## config.mk

```make
export PLATFORM = sky130hd
export DESIGN_NAME = data_path_pipe
export DESIGN_NICKNAME = d
export VERILOG_FILES = /design/src/rtl/data_path_pipe.sv
export SDC_FILE = /design/constraint.sdc
export NUM_CORES = 1
export LEC_CHECK = 0
export ABC_AREA = 1
export CAP_MARGIN = 20
export CORE_MARGIN = 4
export CORE_UTILIZATION = 35
export DETAILED_ROUTE_END_ITERATION = 10
export GPL_ROUTABILITY_DRIVEN = 0
export GPL_TIMING_DRIVEN = 0
export PLACE_DENSITY = 0.56
export SYNTH_ARGS = -nofsm -noshare
export SYNTH_HDL_FRONTEND = slang
export SYNTH_SLANG_ARGS = --single-unit
```

## constraint.sdc

```tcl
create_clock -name i_clk -period 2.95 [get_ports i_clk]
set_clock_uncertainty 0.15 [all_clocks]
set_input_delay 0.4425 -clock i_clk [delete_from_list [all_inputs] [get_ports i_clk]]
set_output_delay 0.4425 -clock i_clk [all_outputs]
set_load 0.02 [all_outputs]
```

## src/rtl/data_path_pipe.sv

```systemverilog
// data_path_pipe: CHANNELS x WIDTH register pipeline with a per-lane round function between stages,
// valid/ready handshake with bubble-collapsing backpressure, synchronous flush and occupancy count.
module data_path_pipe #(
   parameter int WIDTH      = 8,
   parameter int CHANNELS   = 2,
   parameter int DATA_DEPTH = 4,
   parameter int COMB_DEPTH = 1
) (
   input  logic                             i_clk,
   input  logic                             i_rst_n,
   input  logic                             i_flush,
   input  logic                             i_in_valid,
   output logic                             o_in_ready,
   input  logic [CHANNELS*WIDTH-1:0]        i_in_data,
   output logic                             o_out_valid,
   input  logic                             i_out_ready,
   output logic [CHANNELS*WIDTH-1:0]        o_out_data,
   output logic [$clog2(DATA_DEPTH+1)-1:0]  o_occupancy
);
   localparam int W  = CHANNELS * WIDTH;
   localparam int OW = $clog2(DATA_DEPTH + 1);

   function automatic logic [W-1:0] rounds(input logic [W-1:0] x);
      logic [W-1:0]     y;
      logic [WIDTH-1:0] l;
      y = x;
      for (int r = 0; r < COMB_DEPTH; r++)
         for (int c = 0; c < CHANNELS; c++) begin
            l = y[c*WIDTH +: WIDTH];
            y[c*WIDTH +: WIDTH] = {l[WIDTH-2:0], l[WIDTH-1]} ^ l;
         end
      return y;
   endfunction

   logic [DATA_DEPTH-1:0] r_v;
   logic [W-1:0]          r_d [DATA_DEPTH];
   logic [OW-1:0]         r_occ;
   logic [DATA_DEPTH-1:0] w_adv;
   logic [DATA_DEPTH-1:0] w_v_nxt;
   logic [W-1:0]          w_d_nxt [DATA_DEPTH];
   logic [OW-1:0]         w_cnt;

   // adv[i] unrolled: a stage moves if the consumer takes a word or any stage at or after it is empty
   always_comb begin
      logic         acc;
      logic         prev;
      logic [W-1:0] pd;
      acc   = i_out_ready;
      w_adv = '0;
      for (int i = DATA_DEPTH - 1; i >= 0; i--) begin
         acc      = acc | ~r_v[i];
         w_adv[i] = acc;
      end
      prev    = i_in_valid;
      pd      = i_in_data;
      w_v_nxt = '0;
      w_cnt   = '0;
      for (int i = 0; i < DATA_DEPTH; i++) begin
         w_v_nxt[i] = i_flush ? 1'b0 : (w_adv[i] ? prev : r_v[i]);
         w_d_nxt[i] = rounds(pd);
         w_cnt      = w_cnt + OW'(w_v_nxt[i]);
         prev       = r_v[i];
         pd         = r_d[i];
      end
   end

   always_ff @(posedge i_clk or negedge i_rst_n) begin
      if (!i_rst_n) begin
         r_v   <= '0;
         r_occ <= '0;
         for (int i = 0; i < DATA_DEPTH; i++) r_d[i] <= '0;
      end else begin
         r_v   <= w_v_nxt;
         r_occ <= w_cnt;
         for (int i = 0; i < DATA_DEPTH; i++) if (w_adv[i]) r_d[i] <= w_d_nxt[i];
      end
   end

   assign o_in_ready  = w_adv[0] & ~i_flush & i_rst_n;
   assign o_out_valid = r_v[DATA_DEPTH-1];
   assign o_out_data  = r_d[DATA_DEPTH-1];
   assign o_occupancy = r_occ;
endmodule

```

# Yosys cells after proc, flatten, opt, wreduce, memory -nomap -nowiden
# Index checks and enable logic that the tools add are counted.
# word_totals
elab_cells	36
mem_count	0
reg_bits	71
romBits	0
ram_bits	0
in_bits	21
latchBits	0
out_inout_bits	21
# classes
n_bitwise	19
eq_ne	0
mul	0
order_cmp	0
div	0
muxes	8
reduce_logical	0
add_sub_neg	3
shift	0
# ops
operator	n
$xor A8 B8 Y8	8
$mux W1	8
$not A1 Y1	5
$or A1 B1 Y1	4
$add A2 B1 Y3	1
$add A3 B1 Y3	1
$add A1 B1 Y2	1
$and A1 B1 Y1	2

# Logic depth before layout (Yosys ltp)
# Gate-level depths: netlist (run 1).
# depth
word_depth	10
depth_mapped	10
ltp_nobuf	9

# Worst setup path after synthesis (run 1)
# Ideal clock, no wire load.
# synth_path
kind	reg-to-reg
start	register r_v[3]
end	register r_occ[1], in the netlist o_occupancy[1]
synth_period_minus_slack_ns	2.477
path_buffers	1
arrival_ns	2.201
required_time_ns	2.674
path_stages_with_launch	11
setup_ns	0.126
path_slack_ns	0.473
cell_sequence	dfrtp_1 inv_1 nor2_4 nand4_4 buf_2 nand2_1 nand2_1 fa_1 inv_1 ha_1 ha_1
# synth_via
elab_chain_cells	10
word_cells_on_any_way	16
classes_between	add/sub: 3; mux: 8; bitwise: 5
# synth_lines
item	line_no	text
start: declaration	35	logic [DATA_DEPTH-1:0] r_v;
start signal: assignment	73	r_v <= w_v_nxt;
$not A1 Y1	51	acc = acc | ~r_v[i];
$or A1 B1 Y1 (4 in a row)	51	
$mux W1 (2 in a row)	59	w_v_nxt[i] = i_flush ? 1'b0 : (w_adv[i] ? prev : r_v[i]);
$add A1 B1 Y2	61	w_cnt = w_cnt + OW'(w_v_nxt[i]);
$add A2 B1 Y3	61	
$add A3 B1 Y3 *	61	
net w_cnt[1]	41	logic [OW-1:0] w_cnt;
end signal: assignment	74	r_occ <= w_cnt;
end: declaration	37	logic [OW-1:0] r_occ;
# Mark *: on every way through the listed nets, which the timed path passes. The rest lies on a longest branch.
# A chain may end at the register's enable or synchronous reset.

# Worst setup path in the final report (run 1)
# layout_path
start	input port i_out_ready
end	register r_occ[1], in the netlist o_occupancy[1]
# layout_via
elab_chain_cells	9
word_cells_on_any_way	15
classes_between	add/sub: 3; mux: 8; bitwise: 4
# layout_lines
item	line_no	text
start: declaration	16	input logic i_out_ready,
$or A1 B1 Y1 *	51	
$or A1 B1 Y1 (3 in a row)	51	
$mux W1 (2 in a row)	59	
$add A1 B1 Y2	61	
$add A2 B1 Y3	61	
$add A3 B1 Y3 *	61	
net w_cnt[1]	41	
# Marked as above.

==> results of run 1 <==
-- worst min-delay path by stage --
stage                     endpoint  slack, ns
floorplan           o_occupancy[0]     -0.003
global placement    o_out_data[13]       0.32
detailed placement   o_out_data[8]       0.32
CTS                 o_occupancy[1]       0.09
global route        o_occupancy[1]       0.15
finish              o_occupancy[1]       0.05
-- area by class of cell --
class	instances	area share (%)
Multi-Input combinational cell	224	32.0
Clock inverter	5	2.53
Tap cell	129	3.88
Clock buffer	11	3.40
Buffer	30	4.85
Sequential cell	71	42.7
Inverter	9	0.813
Timing Repair Buffer	41	9.81
-- power by group --
part | total (W) | switching, W | internal (W)
sequential | 0.00150 | 0.000242 | 0.00126
combinational | 0.00104 | 0.000407 | 0.000632
clock | 0.000939 | 0.000354 | 0.000585
-- cell families after synthesis --
family / count (synthesis)
flops: 71
xor+xnor: 64
simple gates: 105
compound gates: 52
buf+inv: 39
fa+ha+maj: 3
-- worst max-delay path, cell delays in order --
cell,delay (ns)
sky130_fd_sc_hd__clkdlybuf4s50_1,0.46
sky130_fd_sc_hd__nor2_4,0.26
sky130_fd_sc_hd__nand4_4,0.20
sky130_fd_sc_hd__buf_2,0.24
sky130_fd_sc_hd__nand2_1,0.09
sky130_fd_sc_hd__nand2_1,0.07
sky130_fd_sc_hd__fa_1,0.53
sky130_fd_sc_hd__inv_1,0.04
sky130_fd_sc_hd__ha_1,0.18
sky130_fd_sc_hd__ha_1,0.27
-- sequential cells by signal, indices dropped and copies added, names as in the netlist --
name	count
o_out_data	16
r_d	48
o_occupancy	3
r_v	4
-- per-layer routing --
metal  up-vias  track usage [%]  routed length, um
li1       1166                -                  -
met1       938             13.3               2570
met2        46             17.7               2570
met3        12             1.90                266
met4         0             6.66                142
met5         -                0                  0
-- synthesized netlist by cell type, drive strengths merged --
cell,count,area (um^2)
nand4,1,21.3
fa,1,20.0
nand3b,1,20.0
a21oi,19,95.1
nand2,67,251
clkbuf,6,22.5
nor2,19,86.3
dfrtp,71,1780
ha,2,25.0
buf,24,179
o21ai,33,165
inv,9,33.8
nand3,17,85.1
xnor2,48,420
xor2,16,140
-- stage by stage --
stage	TNS, ns	total power (W)	util, %	setup slack [ns]
2_1_floorplan	0	0.00220	-	0.473
3_3_place_gp	-81.31	0.00256	42.2	-1.82
3_5_place_dp	-0.234	0.00258	42.1	-0.164
4_1_cts	0	0.00353	44.8	0.216
5_1_grt	0	0.00367	44.8	0.0796
6_report	0	0.00348	44.8	0.241
==> flow_summary_export.csv, run 1 <==
group,metric,value,unit
yosys,synth_adder_area_share,1.35,%
routing,postRouteAntennaNets,0,
finish,regArea,0.00178,mm^2
yosys,postSynthNetCount,358,
status,status,"finished, final reports clean",
global_routing,grt_pass1_wl,9.74,mm
floorplan,dieArea,0.0112,mm^2
yosys,synthSimpleGateAreaFrac,13.9,%
yosys,dominant_combinational_cell_family_by_area_after_synthesis,"XOR/XNOR gates",
finish,area_delta_synth_final,24.4,%
sta,timing.final.max_slew_violations,0,
yosys,yosysSeqAreaShare,53.2,%
floorplan,placement_rows,35,
floorplan,start_util,36.0,%
clocking,tritoncts,"built",
clocking,cts.sinks,71,
yosys,synth_compound_area_share,7.79,%
yosys,avgSynthCellArea,10.0,um^2
yosys,yosysWarnings,0,
sta,setup_viol,0,
power_and_ir_drop,leakage,1.79,nW
yosys,synth-seq-cells,71,
worst_setup_path,timing_worst_setup_path_type,"input pin to register",
worst_setup_path,r2r_start,"r_v[3]",
clocking,ctsHtreeMaxLevel,3,
worst_setup_path,critical_path_peak_fanout,10,
sta,finalCriticalPeriod,2.71,ns
clocking,cts_hold_repair.buffers,0,
yosys,netlist-cell-type-count,18,
flow_run,cap_viol_max_count,0,
clocking,clock_insertion_delay_worst_skew,0.34,ns
routing,detail_route.drc_violations,0,
routing,totalWireLength,5.54,mm
global_routing,grt-ovfl-total,0,
min_path,hp-class,"input pin to asynchronous set/reset pin",
yosys,synth_area,0.00334,mm^2
clocking,clock-root-buffer,"sky130_fd_sc_hd__clkbuf_8",
worst_setup_path,cp.required,3.03,ns
routing,detailedRoute.firstPassIterationCount,4,
finish,post_layout_nonfiller_instances,520,
worst_setup_path,timing.reg2reg.worst_path_depth,10,
floorplan,core_region_area,0.00928,mm^2
worst_setup_path,crit_path_end_kind,"register",
worst_setup_path,critPathLaunchType,"input pin",
finish,multiInputGateArea,0.00133,mm^2
clocking,cts_setup_buffers,0,
sta,final_period_util,91.8,%
worst_setup_path,critPathCapture,"o_occupancy[1]",
floorplan,die-height,106,um
worst_setup_path,arrival,2.79,ns
global_routing,grt_antenna_before_repair,0,
yosys,syn-instance-count,334,
routing,post_detailed_route_via_to_cell_ratio,4.16,
sta,max_freq,369,MHz
finish,drive_gt1_share,11.3,%
yosys,synth.area.mux_share,0,%
clocking,clkSlewWorstSetupHoldPaths,0.07,ns
clocking,tritoncts.num_buffers,9,
finish,fillCellCount,953,
worst_setup_path,crit-reg2reg-capture,"o_occupancy[1]",
placed_design,placement.io_buffers,41,
sta,hold_viol,0,
finish,final_net_count,410,
clocking,max-clock-path-buffers,2,
placed_design,post_dp_cell_area,0.00391,mm^2
routing,detail_route.iter0.violations,76,
sta,setup_repair_after_global_routing_missed_its_margin,"no",
global_routing,groute.usage.overall,10.8,%
global_routing,grt_pass1_vias,2202,
finish,layout.cells.most_common_list,"71 x sky130_fd_sc_hd__dfrtp_1, 67 x sky130_fd_sc_hd__nand2_1, 48 x sky130_fd_sc_hd__xnor2_1",
sta,hold_slack,0.0460,ns
worst_setup_path,worst_setup_path_startpoint,"i_out_ready",
routing,detailroute.via_count,2162,
power_and_ir_drop,max-vdd-ir-drop,0.000263,V
placed_design,dpl.hpwl,4.09,mm
clocking,post_cts.resized_instances,0,
sta,tightest_slew,0.877,ns
sta,slew-limit-headroom,41.5,%
power_and_ir_drop,p_per_area,836,mW/mm^2
yosys,synth_xor_area_share,16.8,%
placed_design,placedCellCount,504,
floorplan,chipWidth,106,um
worst_setup_path,regToRegSetupSlack,0.35,ns
floorplan,io_pins,42,
finish,final_design_area_no_fill,0.00416,mm^2
finish,layout.cells.most_common,"sky130_fd_sc_hd__dfrtp_1",
global_routing,grt_start_max_net_pins,73,
finish,antenna-diode-count,0,
routing,wl_per_cell,10.7,um
Power figures use the tool's default switching activity.
==> run 2: changes to the inputs <==
--- a/config.mk
+++ b/config.mk
@@ -7,7 +7,7 @@
 export LEC_CHECK = 0
 export ABC_AREA = 1
 export CAP_MARGIN = 20
-export CORE_MARGIN = 4
+export CORE_MARGIN = 2
 export CORE_UTILIZATION = 35
 export DETAILED_ROUTE_END_ITERATION = 10
 export GPL_ROUTABILITY_DRIVEN = 0
==> run 2 against run 1 <==
Worst hold slack better by 0.0058 ns. Sequential share of layout area is 0.87 points higher. Largest power group unchanged. Wire length is 0.13% lower. Non-clock buffer count stayed put.
==> flow_summary_export.csv, run 2 (synthesis results as in run 1) <==
group,metric,value,unit
sta,final_period_util,91.5,%
sta,max_freq,370,MHz
clocking,clock-root-buffer,"sky130_fd_sc_hd__clkbuf_8",
sta,hold_viol,0,
sta,setup_viol,0,
finish,fillCellCount,924,
worst_setup_path,critical_path_depth,10,
floorplan,chipWidth,102,um
finish,layout.cells.most_common,"sky130_fd_sc_hd__dfrtp_1",
global_routing,grt_antenna_before_repair,0,
floorplan,start_util,36.2,%
finish,largest_register_ffs,48,
placed_design,dpl.hpwl,4.05,mm
routing,detailroute.via_count,2196,
clocking,ctsHtreeMaxLevel,3,
worst_setup_path,timing.reg2reg.worst_path_depth,10,
worst_setup_path,critical_path_peak_fanout,10,
routing,detail_route.iter0.violations,89,
power_and_ir_drop,fin_total_pwr,0.00320,W
worst_setup_path,arrival,2.79,ns
routing,detailedRoute.firstPassIterationCount,6,
sta,hold_slack,0.0518,ns
power_and_ir_drop,p_per_area,785,mW/mm^2
sta,finalWorstSetupSlack,0.250,ns
clocking,clock_insertion_delay_worst_skew,0.34,ns
worst_setup_path,critical_path.slowest_cell,"sky130_fd_sc_hd__fa_1",
finish,layout.cells.most_common_list,"71 x sky130_fd_sc_hd__dfrtp_1, 67 x sky130_fd_sc_hd__nand2_1, 48 x sky130_fd_sc_hd__xnor2_1",
finish,top_register,"r_d",
global_routing,grt_start_max_net_pins,73,
finish,drive_gt1_share,11.3,%
clocking,cts_hold_repair.buffers,0,
power_and_ir_drop,leakage,1.76,nW
worst_setup_path,timing_worst_setup_path_type,"input pin to register",
finish,final_net_count,410,
finish,regArea,0.00178,mm^2
routing,detail_route.drc_violations,0,
global_routing,groute.usage.overall,12.0,%
worst_setup_path,critPathTopFamily,"adder cells",
sta,setup_repair_after_global_routing_missed_its_margin,"no",
routing,postRouteAntennaNets,0,
sta,tightest_slew,0.886,ns
clocking,tritoncts.num_buffers,9,
sta,timing.final.max_slew_violations,0,
sta,finalCriticalPeriod,2.70,ns
worst_setup_path,crit_path_end_kind,"register",
worst_setup_path,critPathLaunchType,"input pin",
finish,antenna-diode-count,0,
power_and_ir_drop,max-vdd-ir-drop,0.000259,V
global_routing,grt_pass1_vias,2195,
clocking,max-clock-path-buffers,2,
status,status,"finished, final reports clean",
floorplan,die-height,102,um
finish,area_delta_synth_final,21.9,%
routing,totalWireLength,5.54,mm
worst_setup_path,worst-path-buf-inv,3,
finish,finalCoreUtilization,44.1,%
floorplan,dieArea,0.0103,mm^2
routing,post_detailed_route_via_to_cell_ratio,4.22,
clocking,cts_setup_buffers,0,
worst_setup_path,cp_slowest_stage_delay,0.54,ns
worst_setup_path,cp.required,3.04,ns
placed_design,placement.io_buffers,41,
global_routing,grt_pass1_wl,9.61,mm
floorplan,placement_rows,35,
global_routing,grt-ovfl-total,0,
clocking,post_cts.resized_instances,0,
clocking,tritoncts,"built",
min_path,hp-class,"input pin to asynchronous set/reset pin",
placed_design,dp_worst_setup_slack,-0.184,ns
floorplan,io_pins,42,
sta,slew-limit-headroom,40.9,%
routing,wl_per_cell,10.6,um
flow_run,cap_viol_max_count,0,
sta,setup-tns-final,0,ns
finish,multiInputGateArea,0.00133,mm^2
clocking,cts.sinks,71,
worst_setup_path,critical_path_cell_by_cell,"clkdlybuf4s50_1 -> nor2_4 -> nand4_4 -> buf_2 -> nand2_1 -> nand2_1 -> fa_1 -> inv_1 -> ha_1 -> ha_1",
floorplan,core_region_area,0.00924,mm^2
clocking,clkSlewWorstSetupHoldPaths,0.07,ns
[run 2: final timing paths]
check | startpoint | endpoint | slack [ns]
min reg2reg | o_out_data[2] | o_out_data[2] | 0.34
min in group i_clk | o_out_data[2] | o_out_data[2] | 0.34
max reg2reg | r_v[3] | o_occupancy[1] | 0.36
max in group asynchronous | i_rst_n | r_d[27] | 2.01
min | i_rst_n | o_occupancy[1] | 0.05
max | i_out_ready | o_occupancy[1] | 0.25
[run 2: layout make-up]
type                            count  area share, %
Sequential cell                    71           43.6
Multi-Input combinational cell    224           32.6
Timing Repair Buffer               41           10.0
Buffer                             30           4.94
Tap cell                          129           3.96
Clock buffer                       10           3.13
Clock inverter                      6          0.890
Inverter                            9          0.829
[run 2: routing by layer]
layer	vias up	GRT usage (%)	wire (um)
met1	981	14.7	2680
met2	44	19.4	2500
met4	0	7.17	123
li1	1164	-	-
met5	-	0	0
met3	7	2.69	232
[run 2: power by group]
part	leakage, nW	internal [W]	switching [W]
logic	0.837	0.000632	0.000409
clock network	0.0862	0.000302	0.000361
registers	0.840	0.00126	0.000239
total	1.76	0.00219	0.00101
[run 2: through the flow]
stage / cells / cell area [um^2]
global placement: 504 / 3910
finish: 520 / 4080
detailed placement: 504 / 3910
global route: 520 / 4080
CTS: 520 / 4080
floorplan: 334 / 3340
